===== src/rtl/siggen_burst_trigger.sv =====
// Multi-channel square-wave trigger generator for the external signal generators.
// Emits a burst of N pulses or a continuous train of programmable half-period.
module siggen_burst_trigger #(
  parameter int CNT_W  = 32,
  parameter int NUM_CH = 2
) (
  input  logic              clki,
  input  logic              rst_n,
  input  logic              start,
  input  logic              abort,
  input  logic              continuous,
  input  logic [CNT_W-1:0]  half_period,
  input  logic [CNT_W-1:0]  pulse_count,
  input  logic [NUM_CH-1:0] ch_en,
  output logic [NUM_CH-1:0] trig_out,
  output logic              busy,
  output logic              done,
  output logic [CNT_W-1:0]  pulses_done
);

  localparam logic [CNT_W-1:0] ONE = CNT_W'(1);

  typedef enum logic {IDLE, RUN} state_t;

  state_t              state_q, state_d;
  logic                start_dly_q;
  logic                phase_q, phase_d;
  logic                done_q, done_d;
  logic                cont_q, cont_d;
  logic [CNT_W-1:0]    cnt_q, cnt_d;
  logic [CNT_W-1:0]    pd_q, pd_d;
  logic [CNT_W-1:0]    hp_q, hp_d;
  logic [CNT_W-1:0]    pc_q, pc_d;
  logic [NUM_CH-1:0]   chen_q, chen_d;
  logic [NUM_CH-1:0]   trig_q, trig_d;

  logic             start_edge;
  logic             accept;
  logic             zero_burst;
  logic             go;
  logic             wrap;
  logic             fall;
  logic             last;
  logic [CNT_W-1:0] hp_in;
  logic [CNT_W-1:0] pd_inc;

  assign start_edge = start & ~start_dly_q;
  assign accept     = (state_q == IDLE) & start_edge & ~abort;
  assign zero_burst = accept & ~continuous & (pulse_count == '0);
  assign go         = accept & ~zero_burst;
  assign hp_in      = (half_period == '0) ? ONE : half_period;
  assign wrap       = (cnt_q == hp_q - ONE);
  assign fall       = wrap & phase_q;
  assign pd_inc     = pd_q + ONE;
  assign last       = fall & ~cont_q & (pd_inc == pc_q);

  // State and datapath registers
  always_ff @(posedge clki or negedge rst_n) begin
    if (!rst_n) begin
      state_q     <= IDLE;
      start_dly_q <= 1'b0;
      phase_q     <= 1'b0;
      done_q      <= 1'b0;
      cont_q      <= 1'b0;
      cnt_q       <= '0;
      pd_q        <= '0;
      hp_q        <= ONE;
      pc_q        <= '0;
      chen_q      <= '0;
      trig_q      <= '0;
    end else begin
      state_q     <= state_d;
      start_dly_q <= start;
      phase_q     <= phase_d;
      done_q      <= done_d;
      cont_q      <= cont_d;
      cnt_q       <= cnt_d;
      pd_q        <= pd_d;
      hp_q        <= hp_d;
      pc_q        <= pc_d;
      chen_q      <= chen_d;
      trig_q      <= trig_d;
    end
  end

  // Next state: abort wins over a burst end in the same cycle
  always_comb begin
    state_d = state_q;
    unique case (state_q)
      IDLE: if (go) state_d = RUN;
      RUN: begin
        if (abort)     state_d = IDLE;
        else if (last) state_d = IDLE;
      end
      default: state_d = IDLE;
    endcase
  end

  // Datapath: config latch, half-period counter, phase and pulse count
  always_comb begin
    phase_d = phase_q;
    done_d  = 1'b0;
    cont_d  = cont_q;
    cnt_d   = cnt_q;
    pd_d    = pd_q;
    hp_d    = hp_q;
    pc_d    = pc_q;
    chen_d  = chen_q;
    unique case (state_q)
      IDLE: begin
        if (accept) begin
          pd_d   = '0;
          done_d = zero_burst;
        end
        if (go) begin
          hp_d    = hp_in;
          pc_d    = pulse_count;
          cont_d  = continuous;
          chen_d  = ch_en;
          phase_d = 1'b1;
          cnt_d   = '0;
        end
      end
      RUN: begin
        if (abort) begin
          phase_d = 1'b0;
          cnt_d   = '0;
        end else if (wrap) begin
          cnt_d   = '0;
          phase_d = ~phase_q;
          if (fall) pd_d = pd_inc;
          if (last) done_d = 1'b1;
        end else begin
          cnt_d = cnt_q + ONE;
        end
      end
      default: phase_d = 1'b0;
    endcase
  end

  // Registered outputs follow the next phase so trig_out is a clean flop
  always_comb begin
    trig_d = phase_d ? chen_d : '0;
  end

  assign trig_out    = trig_q;
  assign busy        = (state_q == RUN);
  assign done        = done_q;
  assign pulses_done = pd_q;

endmodule


===== config.mk =====
export PLATFORM = sky130hd
export DESIGN_NAME = siggen_burst_trigger
export DESIGN_NICKNAME = d
export VERILOG_FILES = /design/src/rtl/siggen_burst_trigger.sv
export SDC_FILE = /design/constraint.sdc
export NUM_CORES = 1
export LEC_CHECK = 0
export CAP_MARGIN = 20
export CELL_PAD_IN_SITES_DETAIL_PLACEMENT = 1
export CELL_PAD_IN_SITES_GLOBAL_PLACEMENT = 2
export CORE_AREA = 2 2 152 154
export DETAILED_ROUTE_END_ITERATION = 10
export DIE_AREA = 0 0 154 156
export GPL_ROUTABILITY_DRIVEN = 0
export PLACE_DENSITY_LB_ADDON = 0.1
export SLEW_MARGIN = 40
export SYNTH_ARGS = -nofsm -noshare
export SYNTH_HDL_FRONTEND = slang
export SYNTH_SLANG_ARGS = --single-unit

===== constraint.sdc =====
create_clock -name clki -period 6.5 [get_ports clki]
set_input_delay 1.95 -clock clki [delete_from_list [all_inputs] [get_ports clki]]
set_output_delay 1.95 -clock clki [all_outputs]
set_load 0.03 [all_outputs]

* After elaboration in Yosys (flattened, before gate mapping)
Index checks and enable logic that the tools add are counted.
Operators by class: $add $sub $neg 3, eq/ne operators 7, multiplexer cells 26, bitwise logic cells 16, reductions and logical operators 4
Operator list (number):
- $mux 32 | 8
- $pmux 32 s2 | 2
- $add 32x1->32 const B | 2
- $eq 32x32->1 | 2
- $logic_not 32->1 | 2
- $sub 32x1->32 const B | 1
- $mux 1 | 10
- $and 1x1->1 | 9
- $not 1->1 | 7
- $mux 2 | 3
- $ne 2x2->1 const B | 3
- $pmux 1 s2 | 3
- $ne 2x1->1 const B | 2
- $reduce_and 4->1 | 1
- $reduce_and 2->1 | 1
Word-level totals: bits in registers 137, bits of input ports 71, word-level logic and storage cells 67

* Depth between registers and ports, before layout
depth in word-level cells 11, mapped depth 17

* Worst setup path before layout
OpenSTA, ideal clock, no wires.
kind input -> register, start point input abort, end point register hp_q[13], arrival 4.421 ns, data required time 6.375 ns, path slack 1.955 ns, stages on the path 8, buffers on the path 3, cell sequence nor4b_1 > nand4_1 > nor3_1 > nand2b_1 > clkbuf_1 > clkbuf_1 > buf_1 > mux2_2
On the way: longest elaborated chain between the ends 7
RTL lines:
- start: declaration | line 10 | input logic abort,
- $not 1->1 * | line 48 | assign accept = (state_q == IDLE) & start_edge & ~abort;
- $and 1x1->1 * | line 48
- $and 1x1->1 (2 in a row) | line 49 | assign zero_burst = accept & ~continuous & (pulse_count == '0);
- $not 1->1 | line 50 | assign go = accept & ~zero_burst;
- $and 1x1->1 * | line 50
- $reduce_and 2->1 (no source line) *
- end signal: assignment | line 79 | hp_q <= hp_d;
- end: declaration | line 32 | logic [CNT_W-1:0] hp_q, hp_d;
Every way passes the cells marked *; elsewhere a longest branch is shown, timed or not. A chain may end at the register's enable or synchronous reset.

* Final worst setup path
start point register hp_q[7], end point register pd_q[13] (netlist: pulses_done[13])
On the way: longest elaborated chain between the ends 5
RTL lines:
- $sub 32x1->32 * | line 52 | assign wrap = (cnt_q == hp_q - ONE);
- $eq 32x32->1 * | line 52
- $and 1x1->1 | line 53 | assign fall = wrap & phase_q;
- $ne 2x1->1 (no source line)
- $reduce_and 4->1 (no source line) *
- end signal: assignment | line 78 | pd_q <= pd_d;
- end: declaration | line 31 | logic [CNT_W-1:0] pd_q, pd_d;
Marked as above.

==> results summary <==
The routed via count divided by cell count is 5.65. Setup violations remaining at the end of the flow were counted as 0. After detailed routing, the average wire length per cell comes to 20.0 um. The worst setup slack for register-to-register paths came out at 1.43 ns. The first detailed-routing pass took 6 iterations.

The startpoint identified for the worst register-to-register timing path is hp_q[7]. The register area came out at 3430 um^2. The largest family of logic cells by synthesized area is simple AND/OR/NAND/NOR gates. The count of inserted antenna diode cells came out at 0. The worst vdd rail ir drop is 0.165 mV. For this run, the total global-route usage over all layers was measured as 22.2%. Sorting the synthesized cells by area gives the leading types as sky130_fd_sc_hd__dfrtp_1, sky130_fd_sc_hd__mux2_2, sky130_fd_sc_hd__xnor2_1. The final cycle utilization of the critical path is 78.0%.

The aggregate global routing overflow is 0. The horizontal die dimension is 154 um. The post-synth net total came out at 972. The compound-gate portion of the synthesized area came out at 12.2%. The iteration-0 DRC count of the detailed router is 341.

Timing would allow up to 0.197 GHz. The via count of the first global-routing pass came out at 7,715. The post-detailed-route count of antenna-violating nets is 0.

From synthesis to final layout, the design area changed by 23.3%. In this run the worst setup path begins at hp_q[7]. The adder-cell share of the synthesized area came out at 0.595%. Setup repair after global routing left no endpoint under its margin.

The post-synthesis sequential area ratio came out at 40.8%. The depth of the worst hold-timing path is 1. The worst register-to-register path has a depth of 14.

STA classifies the critical path endpoint as a flop. The area of the multi-input gates is 4730 um^2. The average instance in the mapped netlist occupies 9.37 um^2. TritonCTS built the clock tree.

In the synthesized netlist the dominant register cell turns out to be sky130_fd_sc_hd__dfrtp_1. The number of maximum-capacitance constraint violations is 0. In this run the worst hold path is classified as flop to flop.

The post-route setup TNS came out at 0 ns. Cells fill 46.4% of the core in the end. The filler cells instantiated in the layout total 2,520.

In this run, synthesis produced a sequential element count of 137. For this run, the number of Yosys warnings is 0. Yosys mapped a number of flops with a built-in enable equal to 0. On the critical path the largest part of the delay comes from simple AND/OR/NAND/NOR gates. The count of cell types in the netlist came out at 65. The top cell type by area accounts for 40.5% of the synthesized area. Counting the buffers created by CTS gives 17. For the pin with the worst max-slew slack, the measured transition is 0.758 ns. Measured along the y axis, the die boundary spans 156 um. The tree is rooted in a sky130_fd_sc_hd__clkbuf_16.

After clock tree synthesis, the clock-pin slew on the worst setup and hold paths is 0.06 ns. The post-detailed-route DRC marker count came out at 0. After clock tree synthesis, the repair step resized 0 gates.

The initial antenna violation count came out at 0. The sum of net half-perimeters after detailed placement came out at 18,800 um. The maximum fanout along the worst path came out at 22. The number of I/O port buffers is 106. The number of buffers and inverters on the critical path is 2. The number of top-level pins is 107. The multiplexer fraction of the synthesized cell area came out at 9.21%. The flow ran to the end, and the final reports show no timing, DRC or antenna violations. The most frequent cell on the critical path is sky130_fd_sc_hd__buf_4. The final count of pins violating max slew is 0. The largest clock skew in the final design is 0.0109 ns. The die outline area is 24,000 um^2. The kind of critical path is flop to flop.

Dividing total power by cell area gives a power density of 277 nW/um^2. Of the total synthesized cell area, the portion taken by XOR and XNOR cells is 9.48%. In the final design database the tool counted 1,061 nets. The synthesized netlist cell count came out at 897. The maximum level of the CTS H-tree is 4. The data required time at the worst endpoint came out at 6.78 ns. The simple-gate share of the synthesized area is 24.3%. The layout cell share with drive strength beyond 1 came out at 13.7%. The number of rows in the core area is 55. Counting along the longest clock path gives a buffer depth of 2. The number of buffers inserted by hold repair at cts came out at 0. The leakage component of the power is 4.14 nW. The number of hold violations in the final report came to 0.

The largest total area in the synthesized netlist belongs to sky130_fd_sc_hd__dfrtp_1. On the worst path, the slowest cell contributes a delay of 0.71 ns. The first-pass GRT wire length is 42,000 um. The signal on the critical path passes through nor4_1, nand4_1, nor4_2, xnor2_1, nor4b_1, nand4_2, nor2_1, ha_1, nand2_1, nor3_4, buf_4, or2_1, buf_4, a31oi_1. The later-pin clock latency in the skew report is 0.43 ns.

The endpoint of the worst-slack reg-to-reg timing path is pulses_done[13]. The number of sinks handled by clock tree synthesis came out at 137. The fraction of registers with async set or reset after synthesis came out at 100%. The placeable core region is 22,400 um^2.

The smallest clock period supported by the final layout is computed as 5.07 ns. Buffers added to address setup during post-CTS repair amount to 0. The worst hold path startpoint is chen_q[1].

The largest net degree at the start of global routing came out at 100. The worst min-delay path endpoint is chen_q[1]. For this design, the slowest cell found on the critical path is sky130_fd_sc_hd__nor4_1. Summing every instance area after synthesis gives 8410 um^2.

The total via count after detailed routing is 7,256. The headroom to the max-slew limit came out at 49.0%. Data on the critical path arrives at its endpoint at 5.35 ns. The initial core utilization came out at 37.6%. The worst setup path is launched from a flop. The total wirelength of the detailed-routed design came out at 25,700 um.
==> state kept, by name (all words and copies together) (netlist names) <==
signal	cells
start_dly_q	1
chen_q	2
busy	1
hp_q	32
done	1
pc_q	32
pulses_done	32
cont_q	1
phase_q	1
trig_out	2
cnt_q	32
==> metal layers <==
layer | track usage, % | vias up | wire, um | part of all wire (%)
li1 | - | 3482 | - | -
met1 | 27.4 | 3661 | 11400 | 45
met2 | 40.4 | 93 | 13300 | 52
met3 | 3.56 | 20 | 563 | 2.2
met4 | 5.56 | 0 | 357 | 1.4
met5 | 0 | - | 0 | 0
==> worst max path at each step <==
| stage | depth (start not counted) | slack [ns] | endpoint |
|---|---|---|---|
| 3_5_place_dp | 14 | 1.33 | pulses_done[18] |
| 2_1_floorplan | 8 | 1.95 | hp_q[13] |
| 5_1_grt | 14 | 0.91 | pulses_done[13] |
| 6_report | 14 | 1.43 | pulses_done[13] |
| 3_3_place_gp | 7 | 1.07 | hp_q[26] |
| 4_1_cts | 14 | 1.26 | pulses_done[13] |
==> cells in the final DEF, fill, tap and decap left out, types with 26 or more instances in the layout <==
cell type / netlist / routed
sky130_fd_sc_hd__dfrtp_1: 136 / 136
sky130_fd_sc_hd__xor2_1: 31 / 31
sky130_fd_sc_hd__o21ai_0: 26 / 26
sky130_fd_sc_hd__mux2_2: 67 / 67
sky130_fd_sc_hd__nand2_1: 74 / 74
sky130_fd_sc_hd__nand3_1: 51 / 51
sky130_fd_sc_hd__a21oi_1: 31 / 31
sky130_fd_sc_hd__nor2_1: 47 / 47
sky130_fd_sc_hd__clkdlybuf4s50_1: 0 / 105
sky130_fd_sc_hd__xnor2_1: 60 / 60
sky130_fd_sc_hd__nor4_1: 28 / 26
==> synthesized netlist by cell type (all sizes together) (12+ instances only) <==
library cell and count:
xnor2 60, o21ai 36, nor4 33, xor2 31, nand2b 13, inv 25
nand4 26, clkbuf 33, o311ai 12, a21oi 31, nor3 25, mux2 67
nand2 74, nand3 51, nor2 47, dfrtp 136, and3 25, a31oi 25
buf 15
==> through the flow <==
stage / area (um^2) / setup WS, ns / instances / total power [mW] / hold slack, ns
floorplan: 8410 / 1.95 / 897 / 1.60 / 0.465
global placement: 9730 / 1.07 / 1251 / 1.87 / 0.472
detailed placement: 9750 / 1.33 / 1251 / 1.89 / 0.485
CTS: 10300 / 1.26 / 1283 / 2.90 / 0.501
global route: 10400 / 0.910 / 1284 / 3.03 / 0.513
finish: 10400 / 1.43 / 1284 / 2.87 / 0.495
==> power breakdown <==
part	internal, mW	leakage, nW	switching (mW)
logic	0.349	2.12	0.363
registers	0.982	1.74	0.180
clock network	0.575	0.285	0.419
total	1.91	4.14	0.962
==> cell families (layout without fill, tap and decap cells) <==
| kind of cell | Yosys count | count (layout) |
|---|---|---|
| DFF | 137 | 137 |
| muxes | 69 | 69 |
| and+or+nand+nor | 369 | 369 |
| adders and majority gates | 4 | 4 |
| xor gates and xnor gates | 91 | 91 |
| AOI/OAI and AO/OA | 154 | 154 |
| buffers and inverters | 73 | 175 |
==> final cells by class <==
type / count / share of cell area, %
clock buffer: 18 / 4.14
clock inverter: 14 / 1.56
multi-input combinational: 687 / 45.6
timing repair buffer: 118 / 11.3
sequential: 137 / 33.1
inverter: 25 / 0.905
tap: 285 / 3.44
Note: power is estimated with default switching activity, not from simulation.
